[src/rtl/uart_rx_pkg.sv]
// Shared definitions for the UART receiver slice: frame-controller state encoding
// and the legal oversample ratios.
package uart_rx_pkg;

  typedef enum logic [2:0] {
    IDLE   = 3'd0,
    START  = 3'd1,
    DATA   = 3'd2,
    PARITY = 3'd3,
    STOP   = 3'd4,
    CHECK  = 3'd5
  } rx_state_e;

  localparam int unsigned PRESC_8  = 8;
  localparam int unsigned PRESC_16 = 16;
  localparam int unsigned PRESC_32 = 32;

  function automatic logic is_legal_prescale(input int unsigned p);
    return (p == PRESC_8) || (p == PRESC_16) || (p == PRESC_32);
  endfunction

endpackage

[src/rtl/uart_rx_edge_bit_cnt.sv]
// Oversample edge counter and bit-position counter for the UART receiver.
// Edge count wraps at last_edge and carries into the bit count; clr wins over en.
module uart_rx_edge_bit_cnt #(
  parameter int PRESC_W = 6
) (
  input  logic               clk,
  input  logic               rst_n,
  input  logic               en,
  input  logic               clr,
  input  logic [PRESC_W-1:0] last_edge,
  output logic [PRESC_W-1:0] edge_cnt,
  output logic [3:0]         bit_cnt,
  output logic               edge_wrap
);

  assign edge_wrap = (edge_cnt == last_edge);

  always_ff @(posedge clk or negedge rst_n) begin
    if (!rst_n) begin
      edge_cnt <= '0;
      bit_cnt  <= '0;
    end else if (clr) begin
      edge_cnt <= '0;
      bit_cnt  <= '0;
    end else if (en) begin
      if (edge_wrap) begin
        edge_cnt <= '0;
        bit_cnt  <= bit_cnt + 4'd1;
      end else begin
        edge_cnt <= edge_cnt + 1'b1;
      end
    end
  end

endmodule

[src/rtl/uart_rx_fsm.sv]
// UART receiver frame controller: start detection, bit/edge tracking, one-cycle
// strobes to the sampler/deserializer/checkers, and data_valid qualification.
module uart_rx_fsm
  import uart_rx_pkg::*;
#(
  parameter int DATA_WIDTH = 8,
  parameter int PRESC_W    = 6
) (
  input  logic               clk,
  input  logic               rst_n,
  input  logic               RX_IN,
  input  logic               PAR_EN,
  input  logic [PRESC_W-1:0] prescale,
  input  logic               strt_glitch,
  input  logic               par_err,
  input  logic               stp_err,
  output logic [PRESC_W-1:0] edge_cnt,
  output logic [3:0]         bit_cnt,
  output logic               dat_samp_en,
  output logic               deser_en,
  output logic               strt_chk_en,
  output logic               par_chk_en,
  output logic               stp_chk_en,
  output logic               data_valid
);

  localparam logic [3:0] LAST_DATA_BIT = 4'(DATA_WIDTH);

  rx_state_e          state, state_nxt;
  logic [PRESC_W-1:0] presc_q;
  logic               par_en_q;
  logic [PRESC_W-1:0] last_edge;
  logic               cnt_en, cnt_clr;
  logic               edge_wrap;
  logic               start_frame;

  // A new frame may also begin straight out of CHECK, so the frame settings are
  // captured on every entry to START; an illegal ratio falls back to 8 so the
  // edge counter can never run without a reachable wrap point.
  assign start_frame = ((state == IDLE) || (state == CHECK)) && !RX_IN;
  assign last_edge   = presc_q - 1'b1;

  always_ff @(posedge clk or negedge rst_n) begin
    if (!rst_n) begin
      presc_q  <= PRESC_W'(PRESC_8);
      par_en_q <= 1'b0;
    end else if (start_frame) begin
      presc_q  <= is_legal_prescale(32'(prescale)) ? prescale : PRESC_W'(PRESC_8);
      par_en_q <= PAR_EN;
    end
  end

  always_ff @(posedge clk or negedge rst_n) begin
    if (!rst_n) state <= IDLE;
    else        state <= state_nxt;
  end

  uart_rx_edge_bit_cnt #(
    .PRESC_W (PRESC_W)
  ) u_cnt (
    .clk       (clk),
    .rst_n     (rst_n),
    .en        (cnt_en),
    .clr       (cnt_clr),
    .last_edge (last_edge),
    .edge_cnt  (edge_cnt),
    .bit_cnt   (bit_cnt),
    .edge_wrap (edge_wrap)
  );

  always_comb begin
    state_nxt   = state;
    cnt_en      = 1'b0;
    cnt_clr     = 1'b0;
    dat_samp_en = 1'b0;
    deser_en    = 1'b0;
    strt_chk_en = 1'b0;
    par_chk_en  = 1'b0;
    stp_chk_en  = 1'b0;
    data_valid  = 1'b0;

    case (state)
      IDLE: begin
        cnt_clr = 1'b1;
        if (!RX_IN) state_nxt = START;
      end

      START: begin
        dat_samp_en = 1'b1;
        cnt_en      = 1'b1;
        if (edge_wrap) begin
          strt_chk_en = 1'b1;
          state_nxt   = DATA;
        end
      end

      DATA: begin
        dat_samp_en = 1'b1;
        // The start checker's verdict lands on the first DATA cycle; a high
        // start sample means the falling edge was only noise.
        if ((bit_cnt == 4'd1) && (edge_cnt == '0) && strt_glitch) begin
          cnt_clr   = 1'b1;
          state_nxt = IDLE;
        end else begin
          cnt_en = 1'b1;
          if (edge_wrap) begin
            deser_en = 1'b1;
            if (bit_cnt == LAST_DATA_BIT) state_nxt = par_en_q ? PARITY : STOP;
          end
        end
      end

      PARITY: begin
        dat_samp_en = 1'b1;
        cnt_en      = 1'b1;
        if (edge_wrap) begin
          par_chk_en = 1'b1;
          state_nxt  = STOP;
        end
      end

      STOP: begin
        dat_samp_en = 1'b1;
        cnt_en      = 1'b1;
        if (edge_wrap) begin
          stp_chk_en = 1'b1;
          cnt_clr    = 1'b1;
          state_nxt  = CHECK;
        end
      end

      CHECK: begin
        cnt_clr    = 1'b1;
        data_valid = !stp_err && !(par_en_q && par_err);
        state_nxt  = RX_IN ? IDLE : START;
      end

      default: begin
        cnt_clr   = 1'b1;
        state_nxt = IDLE;
      end
    endcase
  end

  a_strobe_onehot: assert property (@(posedge clk) disable iff (!rst_n)
    $onehot0({deser_en, strt_chk_en, par_chk_en, stp_chk_en}));

  a_valid_in_check: assert property (@(posedge clk) disable iff (!rst_n)
    data_valid |-> (state == CHECK));

endmodule
[config.mk]
export PLATFORM = sky130hd
export DESIGN_NAME = uart_rx_fsm
export DESIGN_NICKNAME = d
export VERILOG_FILES = /design/src/rtl/uart_rx_pkg.sv /design/src/rtl/uart_rx_edge_bit_cnt.sv /design/src/rtl/uart_rx_fsm.sv
export SDC_FILE = /design/constraint.sdc
export NUM_CORES = 1
export LEC_CHECK = 0
export ABC_AREA = 0
export ABC_CLOCK_PERIOD_IN_PS = 2740
export CAP_MARGIN = 5
export CORE_MARGIN = 10
export CORE_UTILIZATION = 50
export DETAILED_ROUTE_END_ITERATION = 7
export PLACE_DENSITY = 0.81
export SLEW_MARGIN = 20
export SYNTH_ARGS = -nofsm -noshare
export SYNTH_HDL_FRONTEND = slang
export SYNTH_SLANG_ARGS = --single-unit
[constraint.sdc]
create_clock -name clk -period 2.74 [get_ports clk]
set_input_delay 0.548 -clock clk [delete_from_list [all_inputs] [get_ports clk]]
set_output_delay 0.548 -clock clk [all_outputs]
set_load 0.02 [all_outputs]
==> reports/metrics.csv <==
stage;metric;value;unit
final_layout;nets;217;
worst_setup_path;crit_fanout;5;
synthesis;yosysSeqAreaShare;0.369;
worst_setup_path;cp-startpoint;presc_q[0];
floorplan;io_pins;29;
pwr;seqPwrFrac;0.287;
timing;period_share;1.02;
detailed_routing;wl;3970;um
timing;finalSetupTns;-0.144;ns
synthesis;synth.most_common_cell;dfrtp_1;
timing;setup_violations;4;
pwr;vdd_drop_max;0.692;mV
synthesis;synth_top_area_share;0.349;
synthesis;yosysWarnings;0;
pwr;p_per_area;884;nW/um2
worst_setup_path;r2r_setup_slack;0.45;ns
floorplan;die_y;72.2;um
floorplan;core;2540;um2
pwr;p_int;981;uW
synthesis;syn_area_per_cell;9.26;um2
grt;first_global_vias;1364;
grt;grt_max_degree;21;
timing;rsz0062_at_grt;yes;
synthesis;syn_area;1360;um2
worst_setup_path;rr_worst_depth;7;
detailed_routing;drc;0;
outcome;outcome;finished, violations left;
clock_tree;cts_hold_buf;0;
synthesis;syn-num-nets;166;
synthesis;synthFlopType;dfrtp_1;
synthesis;yosys-top-cells-area;dfrtp_1 (35%), ha_1 (5.5%), xnor2_1 (5.1%);
clock_tree;clkLatencyLatePin;0.31;ns
run;cap_violations;0;
timing;clock.fmax;359;MHz
final_layout;fill_cells;190;
clock_tree;path_clk_slew;0.13;ns
detailed_routing;firstDrtPassIters;4;
grt;antenna_found_initial;0;
grt;grt_usage;0.150;
timing;maxSlewViolCount;0;
final_layout;insertedDiodeCount;0;
pwr;switching_share;0.406;
synthesis;ys_ff_latch;20;
worst_setup_path;startpoint_type;flip-flop;
synthesis;synth_edf_count;0;
detailed_routing;viasPerCell;5.85;
grt;grt.overflow.total;0;
worst_setup_path;critical_path_required;2.19;ns
clock_tree;ctsRootBufferMaster;clkbuf_4;
placement;hpwl;2970;um
outcome;violations;negative setup slack;
clock_tree;cts_tree;done;
worst_setup_path;path_class;flip-flop to primary output;
synthesis;synth_cell_types;47;
grt;grt_first_pass_wirelength;6450;um
pwr;switching_power;671;uW
floorplan;fp.dieArea;5210;um2
clock_tree;clkSinkCount;20;
final_layout;final_layout_size_suffix_gt1_frac;0.218;
synthesis;synthTopCellsByCount;dfrtp_1 (19), inv_1 (13), nor2_1 (13);
detailed_routing;antenna_left;0;
synthesis;syn_inst;147;
worst_setup_path;rr_startpoint;presc_q[0];
floorplan;die_x;72.2;um
timing;setup_ws;-0.0488;ns
final_layout;fin_util;0.734;
synthesis;ys_async_sr_fraction;1.00;
placement;port_buffers;28;
detailed_routing;routed-via-count;1328;
floorplan;start_util;0.535;
timing;fin_crit;2.79;ns
hold_path;hold_path.class;flip-flop to flip-flop;
synthesis;synth_top_area_cell;dfrtp_1;
detailed_routing;wl_per_cell;17.5;um
worst_setup_path;endpoint_kind;primary output;
timing;hold_viol_final;0;
floorplan;row_count;18;
worst_setup_path;endpoint;strt_chk_en;
worst_setup_path;arrival;2.24;ns
detailed_routing;drt_iter0_drc;66;
worst_setup_path;reg2reg_to;u_cnt.bit_cnt[1];
pwr;comb_power_share;0.562;
timing;clock_skew;0.00413;ns
pwr;power.leakage;0.812;nW
placement;place.gp.congestion;0.913;
clock_tree;cts_buffer_depth;2;
timing;slew_headroom;0.518;
clock_tree;cts_buffers;3;
clock_tree;cts-htree-levels;1;
final_layout;synthToLayoutAreaGrowth;37.2;%
timing;worst_slew_pin_slew;0.718;ns
pwr;p_clk_frac;0.151;
per-layer routing:
metal | share of wire | track usage
met1 | 0.40 | 0.169
met4 | 0.0083 | 0.0301
met3 | 0.065 | 0.0381
met5 | 0 | 0
met2 | 0.52 | 0.274
cells by family (layout without fill, tap and decap cells):
| kind of cell | count (synthesis) | after routing | synth area share |
|---|---|---|---|
| compound gates | 34 | 34 | 0.196 |
| fa+ha+maj | 6 | 6 | 0.0551 |
| flops | 20 | 20 | 0.369 |
| simple gates | 58 | 58 | 0.240 |
| xor+xnor | 12 | 12 | 0.0772 |
| buf+inv | 16 | 66 | 0.0551 |
| mux | 1 | 1 | 0.00827 |
area by class of cell:
class | count | area [um2] | area share
well taps | 30 | 37.5 | 0.0201
repair buffers | 49 | 428 | 0.229
flip-flops and latches | 20 | 502 | 0.269
inverters | 13 | 48.8 | 0.0261
clock inverters | 1 | 30.0 | 0.0161
multi-input cells | 111 | 800 | 0.428
clock buffers | 3 | 22.5 | 0.0121
power groups by stage:
stage | Combinational [mW] | Clock, mW | Sequential (mW)
after global routing | 0.995 | 0.260 | 0.485
after detailed placement | 0.885 | 0 | 0.477
final | 0.929 | 0.249 | 0.474
after CTS | 0.913 | 0.248 | 0.472
after global placement | 0.860 | 0 | 0.473
after floorplan | 0.416 | 0 | 0.549
worst min path at each step:
stage                           from    endpoint  slack (ns)  cells after the start
after floorplan                rst_n    par_en_q        0.25                      0
after global placement    presc_q[5]  presc_q[5]        0.49                      2
after detailed placement  presc_q[1]  presc_q[1]        0.51                      1
after CTS                 presc_q[1]  presc_q[1]        0.54                      1
after global routing      presc_q[1]  presc_q[1]        0.56                      1
final                     presc_q[1]  presc_q[1]        0.54                      1
state kept, by name (all words and copies together), names as in the netlist:
signal and flops:
state 3, u_cnt.edge_cnt 6, par_en_q 1, presc_q 6, u_cnt.bit_cnt 4
critical path: stages, from the launching register on:
cell and delay, ns:
dfrtp_1 0.42, inv_1 0.07, ha_2 0.18, or3b_4 0.38, a211o_1 0.31, nor3_4 0.19
nand2_4 0.10, nor3_2 0.12, buf_4 0.17
what timing repair did:
action	4_1_cts	5_1_grt
pin swaps	6	0
endpoints found under the hold margin	0	0
buffers inserted	3	2
setup endpoints to repair	4	4
resized for setup	23	3
layout by cell type (no fill, tap or decap), types with 2 or more instances in the layout:
| cell type | instances |
|---|---|
| a211oi_1 | 2 |
| a21oi_1 | 4 |
| a41oi_1 | 3 |
| and2_1 | 3 |
| buf_4 | 25 |
| clkbuf_4 | 3 |
| clkdlybuf4s50_1 | 24 |
| dfrtp_1 | 19 |
| ha_1 | 5 |
| inv_1 | 13 |
| nand2_1 | 11 |
| nand2b_1 | 3 |
| nand3_1 | 6 |
| nand4_1 | 2 |
| nor2_1 | 13 |
| nor2b_1 | 2 |
| nor3_1 | 3 |
| nor3_2 | 2 |
| o211ai_1 | 2 |
| o21ai_0 | 4 |
| o21ai_1 | 5 |
| o41ai_1 | 2 |
| or2b_1 | 2 |
| or3_4 | 2 |
| xnor2_1 | 8 |
| xor2_1 | 4 |
metrics by stage:
step	total power, mW	instance area (um2)	setup slack [ns]	cells	hold slack, ns
floorplan	0.965	1360	-0.0796	147	0.252
global placement	1.33	1770	-0.191	218	0.486
detailed placement	1.36	1770	-0.307	218	0.508
CTS	1.63	1850	0.00200	225	0.541
global route	1.74	1870	-0.176	227	0.557
finish	1.65	1870	-0.0488	227	0.538
Note: power is estimated with default switching activity, not from simulation.
